--- config.mk ---
export PLATFORM = sky130hd
export DESIGN_NAME = arbitro_rr
export DESIGN_NICKNAME = d
export VERILOG_FILES = /design/src/rtl/arbitro_pkg.sv /design/src/rtl/rr_grant.sv /design/src/rtl/arbitro_rr.sv
export SDC_FILE = /design/constraint.sdc
export NUM_CORES = 1
export LEC_CHECK = 0
export ABC_AREA = 1
export CORE_ASPECT_RATIO = 0.75
export CORE_MARGIN = 2
export CORE_UTILIZATION = 49
export DETAILED_ROUTE_END_ITERATION = 12
export GPL_TIMING_DRIVEN = 0
export MAX_ROUTING_LAYER = met4
export PLACE_DENSITY = 0.95
export SYNTH_ARGS = -nofsm -noshare
export SYNTH_HDL_FRONTEND = slang
export SYNTH_SLANG_ARGS = --single-unit
--- constraint.sdc ---
create_clock -name clk -period 6.3 [get_ports clk]
set_clock_uncertainty 0.1 [all_clocks]
set_input_delay 0.63 -clock clk [delete_from_list [all_inputs] [get_ports clk]]
set_output_delay 0.63 -clock clk [all_outputs]
set_load 0.01 [all_outputs]
--- src/rtl/arbitro_pkg.sv ---
`default_nettype none
// ============================================================================
//  Module   : arbitro_pkg
//  Purpose  : Shared constants and helpers for the arbitro_rr transaction
//             arbiter: state encoding, counter width, destination extraction.
//  Revision : 1.0 - initial release
// ============================================================================
package arbitro_pkg;

  // Two-state transfer control encoding
  localparam logic [0:0] IDLE = 1'b0;
  localparam logic [0:0] XFER = 1'b1;

  // Width of the wrapping transferred-word counter
  localparam int c_GNT_CNT_W = 8;

  // Widest word the destination helper accepts
  localparam int c_MAX_WORD_W = 64;

  // Destination field sits in the top dest_w bits of a data_w-bit word
  function automatic int unsigned dest_of(input logic [c_MAX_WORD_W-1:0] word,
                                          input int data_w,
                                          input int dest_w);
    logic [c_MAX_WORD_W-1:0] shifted;
    logic [c_MAX_WORD_W-1:0] mask;
    shifted = word >> (data_w - dest_w);
    mask    = (c_MAX_WORD_W'(1) << dest_w) - c_MAX_WORD_W'(1);
    return 32'(shifted & mask);
  endfunction

endpackage
`default_nettype wire

--- src/rtl/rr_grant.sv ---
`default_nettype none
// ============================================================================
//  Module   : rr_grant
//  Purpose  : N-port rotating priority encoder. In rotating mode the search
//             starts at ptr and wraps; in fixed mode it starts at index 0.
//  Revision : 1.0 - initial release
// ============================================================================
module rr_grant #(
  parameter int N_PORTS = 4,
  parameter int PTR_W   = (N_PORTS > 1) ? $clog2(N_PORTS) : 1
) (
  input  logic [N_PORTS-1:0] req,
  input  logic [PTR_W-1:0]   ptr,
  input  logic               mode,
  output logic [N_PORTS-1:0] gnt,
  output logic [PTR_W-1:0]   gnt_idx,
  output logic               gnt_valid
);

  logic [PTR_W-1:0] w_base;

  assign w_base = mode ? ptr : '0;

  // Walk the ports from the base index; N_PORTS is a power of 2 so the
  // PTR_W-bit addition wraps exactly at N_PORTS.
  always_comb begin
    logic [PTR_W-1:0] w_idx;
    gnt       = '0;
    gnt_idx   = '0;
    gnt_valid = 1'b0;
    w_idx     = '0;
    for (int k = 0; k < N_PORTS; k++) begin
      w_idx = w_base + PTR_W'(k);
      if (!gnt_valid && req[w_idx]) begin
        gnt_valid  = 1'b1;
        gnt_idx    = w_idx;
        gnt[w_idx] = 1'b1;
      end
    end
  end

endmodule
`default_nettype wire

--- src/rtl/arbitro_rr.sv ---
`default_nettype none
// ============================================================================
//  Module   : arbitro_rr
//  Purpose  : N-port transaction arbiter between show-ahead input FIFOs and
//             output FIFOs. Pops at most one eligible input per cycle and
//             pushes the word, one cycle later, to the FIFO named by its
//             destination field. Backpressure is per destination.
//  Revision : 1.0 - initial release
// ============================================================================
module arbitro_rr
  import arbitro_pkg::*;
#(
  parameter int N_PORTS = 4,
  parameter int DATA_W  = 10,
  parameter int DEST_W  = $clog2(N_PORTS),
  parameter int RR_MODE = 1
) (
  input  logic                      clk,
  input  logic                      reset_L,
  input  logic [N_PORTS-1:0]        empty,
  input  logic [N_PORTS-1:0]        almostfull,
  input  logic [N_PORTS*DATA_W-1:0] data_in,
  output logic [N_PORTS-1:0]        pop,
  output logic [N_PORTS-1:0]        push,
  output logic [DATA_W-1:0]         data_out,
  output logic                      active_out,
  output logic [7:0]                grant_cnt
);

  localparam int c_PTR_W = (N_PORTS > 1) ? $clog2(N_PORTS) : 1;

  logic [DATA_W-1:0]      w_head [N_PORTS];
  logic [DEST_W-1:0]      w_dest [N_PORTS];
  logic [N_PORTS-1:0]     w_elig;
  logic [N_PORTS-1:0]     w_gnt;
  logic [c_PTR_W-1:0]     w_gnt_idx;
  logic                   w_gnt_valid;

  logic [0:0]             r_state;
  logic [c_PTR_W-1:0]     r_rr_ptr;
  logic [N_PORTS-1:0]     r_push;
  logic [DATA_W-1:0]      r_data;
  logic [c_GNT_CNT_W-1:0] r_cnt;

  // An input is eligible when it holds a word and that word's destination
  // is not almost full; both flags act in the same cycle they change.
  generate
    for (genvar i = 0; i < N_PORTS; i++) begin : g_port
      assign w_head[i] = data_in[i*DATA_W +: DATA_W];
      assign w_dest[i] = DEST_W'(dest_of(c_MAX_WORD_W'(w_head[i]), DATA_W, DEST_W));
      assign w_elig[i] = !empty[i] && !almostfull[w_dest[i]];
    end
  endgenerate

  rr_grant #(
    .N_PORTS (N_PORTS),
    .PTR_W   (c_PTR_W)
  ) u_rr_grant (
    .req       (w_elig),
    .ptr       (r_rr_ptr),
    .mode      (RR_MODE != 0),
    .gnt       (w_gnt),
    .gnt_idx   (w_gnt_idx),
    .gnt_valid (w_gnt_valid)
  );

  // Pop goes out in the grant cycle; held low while the arbiter is in reset
  assign pop = reset_L ? w_gnt : '0;

  // Registered transfer stage: state, pointer, pushed word and count advance
  // together on each grant; without a grant the push drops and data holds.
  always_ff @(posedge clk or negedge reset_L) begin
    if (!reset_L) begin
      r_state  <= IDLE;
      r_rr_ptr <= '0;
      r_push   <= '0;
      r_data   <= '0;
      r_cnt    <= '0;
    end else if (w_gnt_valid) begin
      r_state  <= XFER;
      r_rr_ptr <= w_gnt_idx + c_PTR_W'(1);
      r_push   <= N_PORTS'(1) << w_dest[w_gnt_idx];
      r_data   <= w_head[w_gnt_idx];
      r_cnt    <= r_cnt + c_GNT_CNT_W'(1);
    end else begin
      r_state  <= IDLE;
      r_push   <= '0;
    end
  end

  assign push       = r_push;
  assign data_out   = r_data;
  assign active_out = (r_state == XFER);
  assign grant_cnt  = r_cnt;

endmodule
`default_nettype wire

-- Word-level counts from Yosys, hierarchy flattened
Index checks and enable logic that the tools add are counted.
- bits in registers: 25
- $add $sub $neg: 5
- bitwise logic cells: 4
- magnitude comparators: 13
- reduce and logical (&&, ||, !) cells: 22
- muxes and demuxes: 45
- shift operators: 1
- operator list (kind ; count):
    $lt 2x3->1 const B ; 8
    $mux 4 ; 6
    $bmux 10 s2 ; 1
    $mux 10 ; 2
    $mux 1 ; 17
    $bmux 1 s2 ; 8
    $mux 2 ; 6
    $or 4x4->4 ; 3
    $logic_and 1x1->1 ; 11
    $logic_not 1->1 ; 11
    $add 8x1->8 const B ; 1
    $demux 1 s2 ; 4
    $ge 2x1->1 const B ; 4
    $add 2x1->2 const B ; 2
    $add 2x2->2 const B ; 2
    $bmux 2 s2 ; 1
    $shl 1x2->4 const A ; 1
    $ge 3x3->1 const B ; 1
    $not 2->3 ; 1

-- Depth between registers and ports, before layout
Gate-level depths: netlist of the first run.
- word-level depth: 22
- gate-level depth with buffers: 18

-- By module
From an unflattened synthesis of the first run, not the netlist that was laid out.
- cell total of the unflattened synthesis: 361
- area, all modules: 2224.6 um^2
- modules (own cells, without submodules) (module ; sequential area each (um^2) ; instances ; cells an instance ; area each (um^2)):
    arbitro_rr ; 625.6 ; 1 ; 261 ; 1632.8
    rr_grant ; 0.0 ; 1 ; 100 ; 591.8

-- Worst setup path after synthesis of the first run
No wires, ideal clock.
- kind: register -> output
- start point: register r_rr_ptr[0]
- end point: output port pop[0]
- stages on the path, launching flop included: 10
- buffers on the path: 0
- arrival: 2.013 ns
- slack: 3.557 ns
- cells stage by stage: dfrtp_1 inv_2 ha_1 inv_1 nand3_2 nand2_4 inv_2 nor2_1 nand3_1 a41oi_1
- cells in the longest elaborated chain, start to end: 13
- ends and longest elaborated chain (element ; RTL line ; RTL):
    start: declaration ; arbitro_rr.sv:40 ; logic [c_PTR_W-1:0] r_rr_ptr;
    start signal: assignment ; arbitro_rr.sv:81 ; r_rr_ptr <= w_gnt_idx + c_PTR_W'(1);
    branches (longest 11 deep; another with $lt 2x3->1) ; - ;
    $mux 4 * ; rr_grant.sv:34 ; if (!gnt_valid && req[w_idx]) begin
    $mux 4 * ; arbitro_rr.sv:68 ; assign pop = reset_L ? w_gnt : '0;
    end: declaration ; arbitro_rr.sv:23 ; output logic [N_PORTS-1:0] pop,
Mark *: on every way between the ends. The select of a mux whose other input is x is not followed.

-- Worst setup path in the final report of the first run
- start point: register r_rr_ptr[0]
- end point: output port pop[3]
The elaborated chain is that of the path after synthesis.

==> reports/results.tsv, run 1 <==
stage	metric	value	unit
grt	vias in the first global route	2207	
synth	count leader, synth	nand2_1	
synth	syn nets	392	
cells_and_area	Finished Layout Cells	470	
critical_path	CP arrival	3.16	ns
die	num rows	21	
cells_and_area	area grow syn2layout	39.89	%
grt	largest net degree at the start of global routing	27	
timing	Tmin final	3.889	ns
power_and_ir_drop	Sw Pwr	1.049	mW
die	core area	4388	µm²
clock_tree	post-CTS setup buffers	0	
synth	share of synthesized registers carrying an async set or reset	100.0	%
critical_path	Critical Path RT	5.57	ns
timing	setup violators final	0	
power_and_ir_drop	switch share	53.57	%
placement	HPWL Detailed	4682	µm
die	Die W	81.52	µm
route	Post-Route WL	6057	µm
cells_and_area	final instance area	3089	µm²
synth	top post-synthesis cells by area	dfrtp_1 (28%), nand2_1 (20%), nand3_1 (13%)	
clock_tree	CTS max path bufs	2	
route	Via-to-Cell Ratio	5.206	
route	drc violations	0	
route	DR top layer	met4	
route	WL per Instance	12.89	µm
synth	top_reg_cell synth	dfrtp_1	
placement	I/O Buffers	76	
clock_tree	Hold-fix buffers, CTS	0	
synth	mapped cell area	2208	µm²
cells_and_area	Final Util	70.40	%
route	met1 WL	2584	µm
grt	initial antenna violation count	0	
die	Initial Util	50.33	%
die	die height	62.14	µm
synth	synthesized area per cell	6.632	µm²
die	I/O pin total	77	
synth	Yosys cell types	26	
route	ANT nets after route	0	
worst_hold_path	Worst Hold Class	flip-flop to flip-flop	
grt	global-route wire length before repair	9791	µm
power_and_ir_drop	P_int	909.3	µW
placement	placed insts	466	
route	met2 routed WL	2950	µm
synth	area leader, netlist	dfrtp_1	
power_and_ir_drop	P_leak	1.611	nW
timing	Fin Setup TNS	0	ns
outcome	status	finished clean	
power_and_ir_drop	share of power burned in registers	16.9	%
clock_tree	clock sink total	25	
timing	post-route clock period utilization	61.72	%
power_and_ir_drop	PwrDens	634.0	nW/µm²
placement	Placed Area	3040	µm²
clock_tree	clock slew at the register clock pins of the worst setup and hold paths	0.09	ns
cells_and_area	# fillers	338	
synth	Mapped Cells	333	
synth	EDFF count, synth	0	
timing	Final Max Slew Viols	0	
timing	RSZ-0062 raised after global routing	no	
flow_run	Max-cap violations	0	
timing	fmax	0.2572	GHz
synth	Yosys warnings	0	
grt	GR Overflow Total	0	
clock_tree	H-tree depth reported by CTS	1	
clock_tree	cts repair resizes	0	
cells_and_area	Nets	473	
placement	Setup WS pre-CTS	2.515	ns
timing	Final WS setup	2.411	ns
synth	sequential fraction of the synthesis area	28.33	%
critical_path	CP Max Fanout	11	
route	DR vias	2447	
power_and_ir_drop	peak supply drop	472.4	µV
clock_tree	Clock Latency Late Sink	0.27	ns
power_and_ir_drop	Comb pwr share	78.1	%
route	first-pass iteration count of the detailed router	4	
clock_tree	total CTS buffers	3	
timing	Worst-Margin Slew	1.104	ns
clock_tree	CTS tree	yes	
timing	Worst slew margin	26.15	%
critical_path	Critical Path End Type	output port	
synth	#FFs+latches synth	25	
critical_path	CP Class	flip-flop to output port	
route	routed length on met3	443	µm
clock_tree	Root Driver	clkbuf_8	
timing	Final Hold Violating Endpoints	0	
timing	hold slack	0.3817	ns
die	die area	5066	µm²
cells_and_area	layout cells sized above 1	11.38	%
critical_path	crit path launch type	flip-flop	
synth	top cell type's share of synthesized area	28.33	%
power_and_ir_drop	clock share of power	5.0	%
synth	commonest cells in the netlist	nand2_1 (120), nand3_1 (59), inv_1 (46)	
cells_and_area	Diodes inserted	0	
placement	GP Congestion	0.8467	
route	Initial DRC Count	167	
grt	Tot GR Track Use	24.85	%
power_and_ir_drop	total chip power	1.958	mW
routing by layer:
layer  GRT usage, %  vias up
met5              -        -
met4          5.297        0
met3          4.070       10
met2          41.19      112
met1          31.78     1111
li1               -     1214
cell families (layout without fill, tap and decap cells):
logic type	count (synthesis)	in the layout	share of synthesized area, %
AO/OA/AOI/OAI	10	10	3.683
AND/OR/NAND/NOR	217	217	47.25
buffers and inverters	65	145	12.86
adder cells (fa/ha/maj)	9	9	5.099
flip-flops	25	25	28.33
XOR/XNOR	7	7	2.776
state kept, by name, indices dropped and copies added (netlist names):
signal      flops
r_rr_ptr        2
push            4
grant_cnt       8
data_out       10
active_out      1
critical path: stages, from the launching register on:
cell	delay (ns)
dfrtp_1	0.62
inv_2	0.23
ha_1	0.43
inv_1	0.17
nand3_2	0.11
nand2_4	0.13
inv_2	0.09
nor2_1	0.23
nand3_1	0.11
a41oi_1	0.20
clkdlybuf4s50_1	0.56
power by group through the flow:
stage,registers (mW),clock network [mW],logic (mW)
2_1_floorplan,0.352,0,1.03
3_3_place_gp,0.327,0,1.44
3_5_place_dp,0.334,0,1.50
4_1_cts,0.331,0.0983,1.51
5_1_grt,0.341,0.106,1.69
6_report,0.332,0.0979,1.53
area by class of cell:
class,instances,area [µm²],share of cell area (%)
Clock buffer,3,41.29,1.337
Inverter,55,207.7,6.723
Tap cell,57,71.32,2.309
Timing Repair Buffer,76,760.7,24.63
Clock inverter,1,7.507,0.2430
Sequential cell,25,625.6,20.25
Multi-Input combinational cell,243,1299,42.04
Buffer,10,76.32,2.471
cell usage in the layout (no fill, tap or decap):
master	count
a22oi_1	1
clkdlybuf4s50_1	76
clkinv_2	1
nand4_2	1
nand3_1	59
clkbuf_8	3
a31oi_1	2
a21oi_4	1
nand2_1	120
a32oi_1	2
a41oi_1	2
nand4_1	6
nand4_4	1
ha_1	9
buf_4	1
buf_6	4
clkinvlp_4	1
nand2_2	7
inv_2	8
inv_1	46
xor2_1	3
nor2_1	8
dfrtp_1	25
buf_2	4
xnor2_1	4
nand2_4	2
nand3_2	13
clkbuf_1	1
a21oi_1	2
path summary, 6_finish.rpt:
kind	startpoint	end	slack (ns)	cells after the start
worst min register to register	grant_cnt[7]	grant_cnt[7]	0.38	1
worst min-delay path	grant_cnt[7]	grant_cnt[7]	0.38	1
max in group asynchronous	reset_L	data_out[5]	4.59	1
min in group asynchronous	reset_L	push[1]	0.84	1
worst max register to register	r_rr_ptr[0]	data_out[2]	3.42	14
worst max-delay path	r_rr_ptr[0]	pop[3]	2.41	10
No activity file was read; power rests on OpenSTA's default activity.
==> run 2: changes to the inputs <==
--- a/config.mk
+++ b/config.mk
@@ -8,11 +8,11 @@
 export ABC_AREA = 1
 export CORE_ASPECT_RATIO = 0.75
 export CORE_MARGIN = 2
-export CORE_UTILIZATION = 49
+export CORE_UTILIZATION = 46
 export DETAILED_ROUTE_END_ITERATION = 12
 export GPL_TIMING_DRIVEN = 0
 export MAX_ROUTING_LAYER = met4
-export PLACE_DENSITY = 0.95
+export PLACE_DENSITY = 0.9
 export SYNTH_ARGS = -nofsm -noshare
 export SYNTH_HDL_FRONTEND = slang
 export SYNTH_SLANG_ARGS = --single-unit
==> constraint.sdc (replaced) <==
create_clock -name clk -period 3.98 [get_ports clk]
set_clock_uncertainty 0.1 [all_clocks]
set_input_delay 0.398 -clock clk [delete_from_list [all_inputs] [get_ports clk]]
set_output_delay 0.398 -clock clk [all_outputs]
set_load 0.01 [all_outputs]
==> run 2 against run 1 <==
  * Wire length is essentially flat
  * Critical endpoint is now pop[2]
  * Power grew 57%
  * Final cell count is the same
  * Worst hold slack lost 0.0058 ns
  * Global-route usage shrank 1.2 points
  * Flip-flop and latch count is the same
==> reports/results.tsv, run 2 (synthesis gave the netlist of run 1 again) <==
stage	metric	value	unit	change
worst_hold_path	Hold Crit Start	grant_cnt[7]		
flow_run	Max-cap violations	0		unchanged
timing	Worst-Margin Slew	1.079	ns	-0.02494 ns
timing	Final Max Slew Viols	0		unchanged
cells_and_area	commonest non-fill, non-tap cell in the layout	nand2_1		
clock_tree	cts repair resizes	0		unchanged
power_and_ir_drop	P_leak	1.611	nW	unchanged
die	die area	5377	µm²	+6.1%
power_and_ir_drop	PwrDens	995.8	nW/µm²	+57%
cells_and_area	Diodes inserted	0		unchanged
grt	largest net degree at the start of global routing	27		unchanged
route	Post-Route WL	6061	µm	about the same
critical_path	Register-to-Register Path Depth	14		unchanged
die	Die W	84.01	µm	+3.0%
route	drc violations	0		unchanged
cells_and_area	max reg flops	10		unchanged
critical_path	Critical Path RT	3.48	ns	-2.09 ns
cells_and_area	area grow syn2layout	39.89	%	unchanged
outcome	status	finished clean		
placement	HPWL Detailed	4825	µm	+3.1%
critical_path	CP Class	flip-flop to output port		
timing	setup violators final	0		unchanged
route	Via-to-Cell Ratio	5.187		-0.37%
grt	Tot GR Track Use	23.65	%	-1.2 points
critical_path	Critical Path End Type	output port		
die	I/O pin total	77		unchanged
clock_tree	CTS tree	yes		
cells_and_area	layout cells sized above 1	11.38	%	unchanged
grt	vias in the first global route	2286		+3.6%
die	core area	4546	µm²	+3.6%
clock_tree	Clock Latency Late Sink	0.27	ns	about the same
clock_tree	clock sink total	25		unchanged
timing	Tmin final	3.613	ns	
route	ANT nets after route	0		unchanged
clock_tree	total CTS buffers	3		unchanged
cells_and_area	Nets	473		unchanged
cells_and_area	commonest cells after routing, fill and taps aside	nand2_1 (120), clkdlybuf4s50_1 (76), nand3_1 (59), inv_1 (46), dfrtp_1 (25)		
clock_tree	clock slew at the register clock pins of the worst setup and hold paths	0.09	ns	about the same
critical_path	CP arrival	3.12	ns	-0.04 ns
critical_path	crit path launch type	flip-flop		
critical_path	worst r2r src	r_rr_ptr[0]		
die	die height	64.01	µm	+3.0%
timing	RSZ-0062 raised after global routing	no		
timing	fmax	0.2768	GHz	
grt	GR Overflow Total	0		unchanged
placement	placed insts	466		unchanged
die	num rows	21		unchanged
grt	initial antenna violation count	0		unchanged
power_and_ir_drop	peak supply drop	632.1	µV	+34%
clock_tree	Root Driver	clkbuf_8		
timing	Worst slew margin	27.82	%	+1.7 points
die	Initial Util	48.58	%	-1.7 points
route	DR vias	2438		-0.37%
worst_hold_path	Worst Hold Class	flip-flop to flip-flop		
critical_path	CP Max Fanout	11		unchanged
placement	I/O Buffers	76		unchanged
critical_path	Crit. Startpoint	r_rr_ptr[0]		
clock_tree	post-CTS setup buffers	0		unchanged
clock_tree	CTS max path bufs	2		unchanged
critical_path	FF-to-FF setup slack	1.18	ns	-2.24 ns
timing	Fin Setup TNS	0	ns	unchanged
cells_and_area	Finished Layout Cells	470		unchanged
critical_path	crit path to	pop[2]		
route	WL per Instance	12.90	µm	about the same
route	first-pass iteration count of the detailed router	5		+1
grt	global-route wire length before repair	10220	µm	+4.4%
clock_tree	H-tree depth reported by CTS	1		unchanged
clock_tree	Hold-fix buffers, CTS	0		unchanged
route	Initial DRC Count	179		+7.2%
timing	post-route clock period utilization	90.78	%	
placement	GP Congestion	0.9523		+12%
timing	Final Hold Violating Endpoints	0		unchanged
critical_path	R2R Path End	data_out[0]		
-- run 2: cell counts in the layout (fill, tap and decap cells not counted) --
Identical to the previous run, type by type.
-- run 2: worst min-delay path by stage --
| stage | depth (start not counted) | end |
|---|---|---|
| finish | 1 | grant_cnt[7] |
| global route | 2 | data_out[4] |
| CTS | 1 | grant_cnt[7] |
| detailed placement | 1 | grant_cnt[7] |
| global placement | 1 | grant_cnt[7] |
| floorplan | 0 | active_out |
-- run 2: critical path, stage by stage, from the launching register on --
cell,delay [ns]
dfrtp_1,0.60
inv_2,0.22
ha_1,0.43
inv_1,0.16
nand3_2,0.11
nand2_4,0.14
inv_2,0.09
nor2_1,0.21
a32oi_1,0.16
a31oi_1,0.15
clkdlybuf4s50_1,0.56
-- run 2: per-stage QoR --
stage	area, µm²	utilization, %	hold WS (ns)	setup slack, ns	power, mW
after global routing	3089	67.96	0.4232	0.1722	3.359
final	3089	67.96	0.3759	0.3668	3.076
after detailed placement	3040	66.89	0.3676	0.6872	2.884
after CTS	3089	67.96	0.3801	0.4006	3.056
after global placement	3040	66.89	0.3586	0.7335	2.803
after floorplan	2208	-	0.002409	1.469	2.182
-- run 2: final cells by class --
cell class | instances | area [µm²]
Buffer | 10 | 76.32
Inverter | 55 | 207.7
Fill cell | 372 | 1456
Tap cell | 57 | 71.32
Sequential cell | 25 | 625.6
Multi-Input combinational cell | 243 | 1299
Timing Repair Buffer | 76 | 760.7
Clock buffer | 3 | 41.29
Clock inverter | 1 | 7.507
-- run 2: metal layers --
layer	track usage [%]	part of all wire (%)	wire length, µm	vias up
met4	5.847	1.6	95	0
met2	40.30	49	2974	106
met1	29.68	43	2593	1105
li1	-	-	-	1217
met3	3.876	6.6	397	10
met5	-	0	0	-
-- run 2: power by group --
part / internal, mW / leakage (nW) / switching [mW] / total, mW
Sequential: 0.405 / 0.299 / 0.118 / 0.523
Combinational: 0.964 / 1.29 / 1.43 / 2.40
Clock: 0.0711 / 0.0217 / 0.0847 / 0.156
==> run 3: changes to the inputs <==
--- a/config.mk
+++ b/config.mk
@@ -8,11 +8,13 @@
 export ABC_AREA = 1
 export CORE_ASPECT_RATIO = 0.75
 export CORE_MARGIN = 2
-export CORE_UTILIZATION = 46
+export CORE_UTILIZATION = 49
+export CTS_CLUSTER_SIZE = 30
 export DETAILED_ROUTE_END_ITERATION = 12
 export GPL_TIMING_DRIVEN = 0
 export MAX_ROUTING_LAYER = met4
-export PLACE_DENSITY = 0.9
+export PLACE_DENSITY = 0.95
+export RECOVER_POWER = 100
 export SYNTH_ARGS = -nofsm -noshare
 export SYNTH_HDL_FRONTEND = slang
 export SYNTH_SLANG_ARGS = --single-unit
==> constraint.sdc (replaced) <==
create_clock -name clk -period 4.61 [get_ports clk]
set_clock_uncertainty 0.1 [all_clocks]
set_input_delay 0.461 -clock clk [delete_from_list [all_inputs] [get_ports clk]]
set_output_delay 0.461 -clock clk [all_outputs]
set_load 0.01 [all_outputs]
==> run 3 against run 2 <==
  * Sequential power decreased by 14%
  * Worst setup slack improved by 0.26 ns
  * Sequential share of layout area increased by 0.31 points
  * Die area decreased by 5.8%
  * Design area decreased by 1.5%
  * Clock power decreased by 12%
  * Utilization increased by 1.4 points
  * Non-clock buffer count unchanged
  * Count of clock-buffer cells in the layout unchanged
  * Critical path type unchanged
  * Largest power group unchanged
==> reports/results.tsv, run 3 (synthesis gave the netlist of run 1 again) <==
stage	metric	value	unit	change
cells_and_area	Nets	473		unchanged
critical_path	most frequent CP cell	inv_1		
clock_tree	Hold-fix buffers, CTS	0		unchanged
route	DR vias	2440		+0.082%
route	first-pass iteration count of the detailed router	4		-1
grt	global-route wire length before repair	9791	µm	-4.2%
clock_tree	Root Driver	clkbuf_8		
critical_path	Cell Chain, Critical Path	inv_1 -> ha_1 -> inv_1 -> nand3_1 -> nand2_1 -> inv_2 -> nor2_1 -> a32oi_1 -> a31oi_1 -> dlygate4sd3_1		
clock_tree	total CTS buffers	3		unchanged
critical_path	Crit-path slowest cell	dlygate4sd3_1		
flow_run	Max-cap violations	0		unchanged
placement	GP Congestion	0.8467		-11%
clock_tree	CTS max path bufs	2		unchanged
timing	Worst-Margin Slew	1.147	ns	+0.06727 ns
placement	I/O Buffers	76		unchanged
clock_tree	clock sink total	25		unchanged
critical_path	CP arrival	3.42	ns	+0.30 ns
route	drc violations	0		unchanged
clock_tree	cts repair resizes	0		unchanged
timing	RSZ-0062 raised after global routing	no		
clock_tree	H-tree depth reported by CTS	1		unchanged
timing	fmax	0.2510	GHz	
route	ANT nets after route	0		unchanged
grt	vias in the first global route	2207		-3.5%
critical_path	Critical Path RT	4.05	ns	+0.57 ns
route	WL per Instance	12.91	µm	about the same
route	Post-Route WL	6066	µm	about the same
grt	GR Overflow Total	0		unchanged
cells_and_area	area grow syn2layout	37.79	%	
timing	setup violators final	0		unchanged
die	core area	4388	µm²	-3.5%
die	Die W	81.52	µm	-3.0%
timing	post-route clock period utilization	86.43	%	
timing	Tmin final	3.984	ns	
cells_and_area	Diodes inserted	0		unchanged
grt	Tot GR Track Use	24.85	%	+1.2 points
outcome	status	finished clean		
die	num rows	21		unchanged
timing	Fin Setup TNS	0	ns	unchanged
die	die area	5066	µm²	-5.8%
critical_path	Critical Path End Type	output port		
die	Initial Util	50.33	%	+1.7 points
placement	HPWL Detailed	4682	µm	-3.0%
critical_path	CP Class	flip-flop to output port		
die	I/O pin total	77		unchanged
cells_and_area	layout cells sized above 1	8.959	%	-2.4 points
worst_hold_path	Worst Hold Class	flip-flop to flip-flop		
cells_and_area	max reg flops	10		unchanged
cells_and_area	Final Util	69.35	%	+1.4 points
clock_tree	Clock Latency Late Sink	0.27	ns	about the same
grt	initial antenna violation count	0		unchanged
route	Via-to-Cell Ratio	5.191		about the same
cells_and_area	commonest non-fill, non-tap cell in the layout	nand2_1		
critical_path	Max stage delay on crit path	0.62	ns	+0.02 ns
die	die height	62.14	µm	-2.9%
power_and_ir_drop	P_leak	1.614	nW	+0.18%
timing	Final Hold Violating Endpoints	0		unchanged
grt	largest net degree at the start of global routing	27		unchanged
power_and_ir_drop	PwrDens	841.8	nW/µm²	-15%
clock_tree	clock slew at the register clock pins of the worst setup and hold paths	0.09	ns	about the same
timing	Final Max Slew Viols	0		unchanged
clock_tree	CTS tree	yes		
clock_tree	post-CTS setup buffers	0		unchanged
power_and_ir_drop	peak supply drop	620.1	µV	-1.9%
route	Initial DRC Count	168		-6.1%
timing	Worst slew margin	23.31	%	-4.5 points
cells_and_area	commonest cells after routing, fill and taps aside	nand2_1 (121), nand3_1 (63), clkdlybuf4s50_1 (50), inv_1 (47), dlygate4sd3_1 (26)		
critical_path	CP Max Fanout	11		unchanged
critical_path	crit path launch type	flip-flop		
-- run 3: cell count changes in the layout (fill, tap and decap cells not counted), sizes merged --
cell,previous run,this run
clkbuf,4,7
buf,9,6
clkdlybuf4s50,76,50
dlygate4sd3,0,26
-- run 3: area by class of cell --
cell class | count | area, µm²
clock buffer | 3 | 41.29
sequential | 25 | 625.6
timing repair buffer | 76 | 760.7
tap | 57 | 71.32
fill | 347 | 1345
clock inverter | 1 | 7.507
inverter | 55 | 207.7
buffer | 10 | 72.57
multi-input combinational | 243 | 1256
-- run 3: power breakdown --
part / internal [mW] / switching, mW
Sequential: 0.350 / 0.0985
Combinational: 0.759 / 1.22
Clock: 0.0614 / 0.0752
Total: 1.17 / 1.39
-- run 3: final timing paths --
| path | from | to | slack [ns] | cells past startpoint |
|---|---|---|---|---|
| min reg2reg | grant_cnt[7] | grant_cnt[7] | 0.38 | 1 |
| max in group asynchronous | reset_L | data_out[1] | 2.97 | 1 |
| min | grant_cnt[7] | grant_cnt[7] | 0.38 | 1 |
| max reg2reg | r_rr_ptr[0] | push[1] | 1.06 | 12 |
| max | r_rr_ptr[0] | pop[1] | 0.63 | 10 |
| min in group asynchronous | reset_L | push[1] | 0.76 | 1 |
-- run 3: per-layer routing --
layer	part of all wire [%]	global-route usage, %	vias to the layer above	wire [µm]
li1	-	-	1216	-
met1	44	31.78	1124	2663
met2	48	41.19	94	2930
met3	6.9	4.070	6	420
met4	0.86	5.297	0	52
met5	0	-	-	0
-- run 3: worst max-delay path, delay by kind of cell (launching register included) --
| kind | cells | cell delay, ns |
|---|---|---|
| buf+inv | 4 | 1.23 |
| flops | 1 | 0.60 |
| simple gates | 3 | 0.57 |
| fa+ha+maj | 1 | 0.47 |
| compound gates | 2 | 0.28 |
-- run 3: through the flow --
step | hold WS [ns] | area [µm²] | std cells | worst slack (ns) | power (mW)
global placement | 0.3590 | 3040 | 466 | 1.239 | 2.411
CTS | 0.3884 | 3089 | 470 | 0.9337 | 2.652
global route | 0.3971 | 3043 | 470 | 0.3854 | 2.808
floorplan | 0.06541 | 2208 | 333 | 2.036 | 1.884
detailed placement | 0.3662 | 3040 | 466 | 1.163 | 2.504
finish | 0.3773 | 3043 | 470 | 0.6256 | 2.562
